<file path="src/rtl/vending_pkg.sv">
// Shared types and coin encodings for the vending controller family.
// denom_value() maps a coin selector onto its value for a given denomination set.
package vending_pkg;

  typedef enum logic [1:0] {StIdle, StAccum, StVend, StChange} state_e;

  localparam logic [1:0] COIN_D0  = 2'd0;
  localparam logic [1:0] COIN_D1  = 2'd1;
  localparam logic [1:0] COIN_D2  = 2'd2;
  localparam logic [1:0] COIN_BAD = 2'd3;

  // A foreign coin is worth nothing.
  function automatic int unsigned denom_value(input logic [1:0] sel, input int unsigned d0,
                                              input int unsigned d1, input int unsigned d2);
    int unsigned v;
    case (sel)
      COIN_D0: v = d0;
      COIN_D1: v = d1;
      COIN_D2: v = d2;
      default: v = 0;
    endcase
    return v;
  endfunction

endpackage

</file>
<file path="src/rtl/vending_ctrl_if.sv">
// Coin acceptor / dispenser / hopper signal bundle of the vending controller.
// master is the controller side; slave is the surrounding machine.
interface vending_ctrl_if #(
  parameter int unsigned CREDIT_W = 4,
  parameter int unsigned CNT_W    = 16
) ();

  logic                coin_valid;
  logic [1:0]          coin_sel;
  logic                coin_ready;
  logic                cancel;
  logic                coin_reject;
  logic                d;
  logic                chg_valid;
  logic [1:0]          chg_sel;
  logic                chg_ready;
  logic [CREDIT_W-1:0] credit;
  logic [CNT_W-1:0]    vend_count;

  modport master (
    input  coin_valid, coin_sel, cancel, chg_ready,
    output coin_ready, coin_reject, d, chg_valid, chg_sel, credit, vend_count
  );

  modport slave (
    output coin_valid, coin_sel, cancel, chg_ready,
    input  coin_ready, coin_reject, d, chg_valid, chg_sel, credit, vend_count
  );

endinterface

</file>
<file path="src/rtl/vending_change_sel.sv">
// Greedy change picker: largest denomination not exceeding the remaining credit.
// With DENOM_0 == 1 any positive credit always has a fitting coin.
module vending_change_sel
  import vending_pkg::*;
#(
  parameter int unsigned DENOM_0  = 1,
  parameter int unsigned DENOM_1  = 2,
  parameter int unsigned DENOM_2  = 5,
  parameter int unsigned CREDIT_W = 4
) (
  input  logic [CREDIT_W-1:0] credit,
  output logic [1:0]          chg_sel,
  output logic [CREDIT_W-1:0] chg_value
);

  localparam logic [CREDIT_W-1:0] Denom1W = CREDIT_W'(DENOM_1);
  localparam logic [CREDIT_W-1:0] Denom2W = CREDIT_W'(DENOM_2);

  always_comb begin
    chg_sel = COIN_D0;
    if (credit >= Denom2W) begin
      chg_sel = COIN_D2;
    end else if (credit >= Denom1W) begin
      chg_sel = COIN_D1;
    end
    chg_value = CREDIT_W'(denom_value(chg_sel, DENOM_0, DENOM_1, DENOM_2));
  end

endmodule

</file>
<file path="src/rtl/vending_ctrl.sv">
// Single-product vending controller: accumulates coins, pulses d once per vend,
// refunds on cancel and pays change one hopper handshake at a time.
module vending_ctrl
  import vending_pkg::*;
#(
  parameter int unsigned PRICE    = 5,
  parameter int unsigned DENOM_0  = 1,
  parameter int unsigned DENOM_1  = 2,
  parameter int unsigned DENOM_2  = 5,
  parameter int unsigned CREDIT_W = 4,
  parameter int unsigned CNT_W    = 16
) (
  input logic            clk,
  input logic            reset_n,
  vending_ctrl_if.master bus
);

  if (PRICE < 1) begin : g_chk_price
    $error("vending_ctrl: PRICE must be at least 1");
  end
  if (DENOM_0 != 1) begin : g_chk_d0
    $error("vending_ctrl: DENOM_0 must be 1 for exact change");
  end
  if (!(DENOM_0 < DENOM_1 && DENOM_1 < DENOM_2)) begin : g_chk_order
    $error("vending_ctrl: denominations must be strictly increasing");
  end
  if ((PRICE - 1 + DENOM_2) >= (64'd1 << CREDIT_W)) begin : g_chk_width
    $error("vending_ctrl: CREDIT_W too narrow for PRICE-1+DENOM_2");
  end

  localparam logic [CREDIT_W:0]   PriceWide = (CREDIT_W+1)'(PRICE);
  localparam logic [CREDIT_W-1:0] PriceW    = CREDIT_W'(PRICE);

  state_e              state_q, state_d;
  logic [CREDIT_W-1:0] credit_q, credit_d;
  logic                reject_q, reject_d;
  logic [CNT_W-1:0]    count_q, count_d;

  logic [CREDIT_W:0]   sum;
  logic [CREDIT_W-1:0] remain;
  logic [1:0]          pick_sel;
  logic [CREDIT_W-1:0] pick_value;

  vending_change_sel #(
    .DENOM_0 (DENOM_0),
    .DENOM_1 (DENOM_1),
    .DENOM_2 (DENOM_2),
    .CREDIT_W(CREDIT_W)
  ) u_change_sel (
    .credit   (credit_q),
    .chg_sel  (pick_sel),
    .chg_value(pick_value)
  );

  always_ff @(posedge clk or negedge reset_n) begin
    if (!reset_n) begin
      state_q  <= StIdle;
      credit_q <= '0;
      reject_q <= 1'b0;
      count_q  <= '0;
    end else begin
      state_q  <= state_d;
      credit_q <= credit_d;
      reject_q <= reject_d;
      count_q  <= count_d;
    end
  end

  always_comb begin
    state_d  = state_q;
    credit_d = credit_q;
    reject_d = 1'b0;
    count_d  = count_q;
    sum      = {1'b0, credit_q}
             + (CREDIT_W+1)'(denom_value(bus.coin_sel, DENOM_0, DENOM_1, DENOM_2));
    remain   = credit_q - PriceW;

    unique case (state_q)
      StIdle, StAccum: begin
        // Cancel wins over a coin offered in the same cycle: that coin is handed back.
        if (state_q == StAccum && bus.cancel) begin
          state_d  = StChange;
          reject_d = bus.coin_valid;
        end else if (bus.coin_valid) begin
          if (bus.coin_sel == COIN_BAD) begin
            reject_d = 1'b1;
          end else begin
            credit_d = sum[CREDIT_W-1:0];
            state_d  = (sum >= PriceWide) ? StVend : StAccum;
          end
        end
      end
      StVend: begin
        credit_d = remain;
        count_d  = count_q + CNT_W'(1);
        state_d  = (remain != '0) ? StChange : StIdle;
      end
      StChange: begin
        if (bus.chg_ready) begin
          credit_d = credit_q - pick_value;
          if (credit_q == pick_value) state_d = StIdle;
        end
      end
      default: state_d = StIdle;
    endcase
  end

  assign bus.coin_ready  = (state_q == StIdle) || (state_q == StAccum);
  assign bus.d           = (state_q == StVend);
  assign bus.chg_valid   = (state_q == StChange);
  assign bus.chg_sel     = (state_q == StChange) ? pick_sel : COIN_D0;
  assign bus.credit      = credit_q;
  assign bus.coin_reject = reject_q;
  assign bus.vend_count  = count_q;

endmodule

</file>
<file path="src/flat_wrapper.sv">
// flat-port wrapper written by rule: the top's interface ports become plain ports
module vending_ctrl_flat import vending_pkg::*;
#(
  parameter int unsigned PRICE    = 5,
  parameter int unsigned DENOM_0  = 1,
  parameter int unsigned DENOM_1  = 2,
  parameter int unsigned DENOM_2  = 5,
  parameter int unsigned CREDIT_W = 4,
  parameter int unsigned CNT_W    = 16
)
  (clk, reset_n, bus_coin_valid, bus_coin_sel, bus_cancel, bus_chg_ready, bus_coin_ready, bus_coin_reject, bus_d, bus_chg_valid, bus_chg_sel, bus_credit, bus_vend_count);
  vending_ctrl_if #(.CREDIT_W(CREDIT_W), .CNT_W(CNT_W)) bus_i ();
  input logic clk;
  input logic reset_n;
  input wire logic [$bits(bus_i.coin_valid)-1:0] bus_coin_valid;
  input wire logic [$bits(bus_i.coin_sel)-1:0] bus_coin_sel;
  input wire logic [$bits(bus_i.cancel)-1:0] bus_cancel;
  input wire logic [$bits(bus_i.chg_ready)-1:0] bus_chg_ready;
  output wire logic [$bits(bus_i.coin_ready)-1:0] bus_coin_ready;
  output wire logic [$bits(bus_i.coin_reject)-1:0] bus_coin_reject;
  output wire logic [$bits(bus_i.d)-1:0] bus_d;
  output wire logic [$bits(bus_i.chg_valid)-1:0] bus_chg_valid;
  output wire logic [$bits(bus_i.chg_sel)-1:0] bus_chg_sel;
  output wire logic [$bits(bus_i.credit)-1:0] bus_credit;
  output wire logic [$bits(bus_i.vend_count)-1:0] bus_vend_count;
  assign bus_i.coin_valid = bus_coin_valid;
  assign bus_i.coin_sel = bus_coin_sel;
  assign bus_i.cancel = bus_cancel;
  assign bus_i.chg_ready = bus_chg_ready;
  assign bus_coin_ready = bus_i.coin_ready;
  assign bus_coin_reject = bus_i.coin_reject;
  assign bus_d = bus_i.d;
  assign bus_chg_valid = bus_i.chg_valid;
  assign bus_chg_sel = bus_i.chg_sel;
  assign bus_credit = bus_i.credit;
  assign bus_vend_count = bus_i.vend_count;
  vending_ctrl #(.PRICE(PRICE), .DENOM_0(DENOM_0), .DENOM_1(DENOM_1), .DENOM_2(DENOM_2), .CREDIT_W(CREDIT_W), .CNT_W(CNT_W)) u_core (.clk(clk), .reset_n(reset_n), .bus(bus_i));
endmodule
</file>
<file path="config.mk">
export PLATFORM = sky130hd
export DESIGN_NAME = vending_ctrl_flat
export DESIGN_NICKNAME = d
export VERILOG_FILES = /design/src/rtl/vending_pkg.sv /design/src/rtl/vending_ctrl_if.sv /design/src/rtl/vending_change_sel.sv /design/src/rtl/vending_ctrl.sv /design/src/flat_wrapper.sv
export SDC_FILE = /design/constraint.sdc
export NUM_CORES = 1
export LEC_CHECK = 0
export BUFFER_PORTS_ARGS = -buffer_cell sky130_fd_sc_hd__buf_2
export CORE_ASPECT_RATIO = 1.75
export CORE_UTILIZATION = 54
export CTS_CLUSTER_SIZE = 24
export DETAILED_ROUTE_END_ITERATION = 10
export PLACE_DENSITY = 0.79
export SLEW_MARGIN = 0
export SYNTH_ARGS = -nofsm -noshare
export SYNTH_HDL_FRONTEND = slang
export SYNTH_HIERARCHICAL = 1
export SYNTH_SLANG_ARGS = --single-unit
export TNS_END_PERCENT = 100
</file>
<file path="constraint.sdc">
create_clock -name clk -period 2.6 [get_ports clk]
set_input_delay 0.13 -clock clk [delete_from_list [all_inputs] [get_ports clk]]
set_output_delay 0.13 -clock clk [all_outputs]
set_load 0.01 [all_outputs]
</file>
==> flow_metrics.tcl <==
set metrics [dict create \
    status "finished, final reports clean" \
    die_w_um 42.29 \
    period_needed_ns 2.352 \
    die_y_um 72.51 \
    synth_fp_nets 178 \
    post_cts_buffers 0 \
    cts_buffers 3 \
    cp_max_fo 9 \
    start_util 0.5702 \
    setup_viol 0 \
    ys_top_cells_by_count "dfrtp_1, xnor2_1, nand2_1, inv_1, nor2_1" \
    grt_pass1_wl_mm 5.347 \
    synth_area_leaders "dfrtp_1, xnor2_1, ha_1, xor2_1, nand2_1" \
    worstSetupStartpointType "flip-flop" \
    syn_area_mm2 0.001534 \
    synth_top_area_frac 0.3752 \
    first_iter_violations 32 \
    syn_to_final_growth_pct 14.27 \
    diodes 0 \
    clk_pin_slew_ns 0.08 \
    dpl_cell_area_mm2 0.001698 \
    cts_sinks 23 \
    r2r_start "u_core/bus.credit[2]" \
    reg2reg_to "u_core/bus.credit[3]" \
    dp.final_hpwl_mm 2.494 \
    yosysSeqAreaShare 0.3752 \
    worst_hold_path.num_cells 2 \
    critical_path.max_stage_delay_ns 0.52 \
    io-pin-count 33 \
    gp_congestion 0.8860 \
    synth.most_common_cell "dfrtp_1" \
    clock-root-buffer "clkbuf_8" \
    finalSetupTns_ns 0 \
    vias 1264 \
    overflow 0 \
    synth.distinct_cells 43 \
    rsz0062_at_grt "no" \
    fin_crit_sh 0.9045 \
    drc_errors 0 \
    fmax_mhz 425.2 \
    synthCells 160 \
    drive_gt1_frac 0.2344 \
    skew_ns 0.004186 \
    hp-start "bus_coin_valid" \
    cp-end-kind "flip-flop" \
    r2r_slack_ns 0.25 \
    core_mm2 0.002690 \
    p_leak_nw 0.9067 \
    avgSynthCellArea_um2 9.587 \
    cp.required_ns 2.74 \
    critical_path_class "flip-flop to flip-flop" \
    whs_endpoint "u_core/bus.coin_reject" \
    peakVddDrop_mv 0.7527 \
    nets 211 \
    grt_max_degree 24 \
    cts_tree "yes" \
    ys_seq_elements 23 \
    vias_per_cell 5.772 \
    firstDrtPassIters 4 \
    wire_per_inst_um 14.79 \
    htreeDepth 1 \
    synth_top_flop_cell "dfrtp_1" \
    clock_latency_ns 0.26 \
    hold_viol_final 0 \
    hold_class "input port to flip-flop" \
    ant_nets 0 \
    r2r_cells 9 \
    cap_violations 0 \
    async_reset_ff_frac 1.000 \
    track_usage 0.2255 \
    antenna_found_initial 0 \
    power_density_mw_per_mm2 1117 \
    grt_pass1_vias 1213 \
    dieArea_mm2 0.003066 \
    yosysTopAreaCell "dfrtp_1" \
    worstMarginPinSlew_ns 0.6803 \
    synth-edff-count 0 \
    fin_area_mm2 0.001753 \
    num_rows 25 \
    ys_warn_count 6 \
    io_buffers 32 \
    wl_mm 3.239 \
    n_fill_cell 231 \
    crit_chain "nor4b_2 -> or2_1 -> inv_1 -> ha_1 -> nand2_1 -> o21ai_0 -> xor2_1 -> a211oi_1 -> o22ai_1" \
    cp.arrival_ns 2.49 \
    slowest_stage "dfrtp_1" \
    slew_viol_final 0 \
    relSlewSlack 0.5465 \
    cts.path.max_buffers 2 \
]
## report_power, final
part           internal [W]  leakage (nW)  switching, W
Sequential         0.000440         0.297      0.000150
Combinational      0.000504         0.587      0.000646
Clock              0.000109        0.0228      0.000109
## per-stage QoR
step / setup slack (ns) / hold slack, ns / total power [W] / std cells / util
after floorplan: 0.4999 / -0.1656 / 0.001424 / 160 / -
after global placement: 0.4607 / 0.1284 / 0.001680 / 214 / 0.6312
after detailed placement: 0.3414 / 0.1357 / 0.001725 / 214 / 0.6312
after CTS: 0.3046 / 0.1280 / 0.001956 / 219 / 0.6516
after global routing: 0.1379 / 0.1343 / 0.002100 / 219 / 0.6516
final: 0.2483 / 0.1267 / 0.001958 / 219 / 0.6516
## sequential cells by signal, summed over array words and instances, names as in the netlist
signal / cells
u_core/bus.vend_count: 16
u_core/bus.coin_reject: 1
u_core/bus.credit: 4
u_core/state_q: 2
## critical path, delay by kind of cell, from the launching register on
family                   cells  cell delay [ns]
flip-flops                   1             0.52
adder cells (fa/ha/maj)      1             0.29
buffers and inverters        1             0.06
AO/OA/AOI/OAI                3             0.65
XOR/XNOR                     1             0.12
AND/OR/NAND/NOR              3             0.58
## area by class of cell
cell class	count	area (µm²)	area share
clock buffers	4	45.04	0.02570
inverters	13	53.80	0.03069
multi-input cells	117	859.6	0.4904
flip-flops and latches	23	575.6	0.3283
well taps	27	33.78	0.01927
repair buffers	35	185.2	0.1056
## layout by cell type, fill, tap and decap left out, types with 2 or more instances in the layout
master / instances
o21ai_0: 7
nor2b_1: 2
inv_1: 11
ha_1: 9
o22ai_1: 2
clkbuf_8: 3
nand2b_1: 2
nor2_1: 10
dfrtp_1: 23
and2_1: 2
xor2_1: 7
fa_1: 2
nor3_1: 3
buf_4: 2
nand3_1: 4
nand2_1: 14
a211oi_1: 3
xnor2_1: 15
buf_2: 32
a21oi_1: 7
nand4_1: 5
and3_1: 4
## logic make-up (layout without fill, tap and decap cells)
| family | count (synthesis) | after routing | synth area share |
|---|---|---|---|
| flip-flops | 23 | 23 | 0.3752 |
| buffers and inverters | 20 | 52 | 0.06443 |
| adder cells (fa/ha/maj) | 11 | 11 | 0.09951 |
| AND/OR/NAND/NOR | 55 | 55 | 0.2080 |
| multiplexers | 1 | 1 | 0.006526 |
| AO/OA/AOI/OAI | 27 | 27 | 0.1183 |
| XOR/XNOR | 22 | 22 | 0.1256 |
| other | 1 | 1 | 0.002445 |
## per-layer routing
metal	wire, µm	vias up	GRT usage
met5	0	-	0
met4	69	0	0.1007
met3	102	6	0.01493
met2	1845	33	0.4222
met1	1222	616	0.2544
li1	-	609	-
## how the worst max path moves through the flow
stage / start / to / slack, ns / depth (start not counted)
after floorplan: u_core/bus.credit[0] / u_core/state_q[1] / 0.50 / 7
after global placement: u_core/bus.credit[0] / u_core/state_q[1] / 0.46 / 7
after detailed placement: u_core/bus.credit[1] / u_core/bus.credit[3] / 0.34 / 9
after CTS: u_core/bus.credit[2] / u_core/bus.credit[3] / 0.30 / 9
after global routing: u_core/bus.credit[3] / u_core/bus.credit[3] / 0.14 / 9
final: u_core/bus.credit[2] / u_core/bus.credit[3] / 0.25 / 9
## repair_timing
action / CTS / global route
gates resized for setup: 0 / 0
hold endpoints to repair: 23 / 0
hold buffers: 1 / 0
No activity file was read; power rests on OpenSTA's default activity.
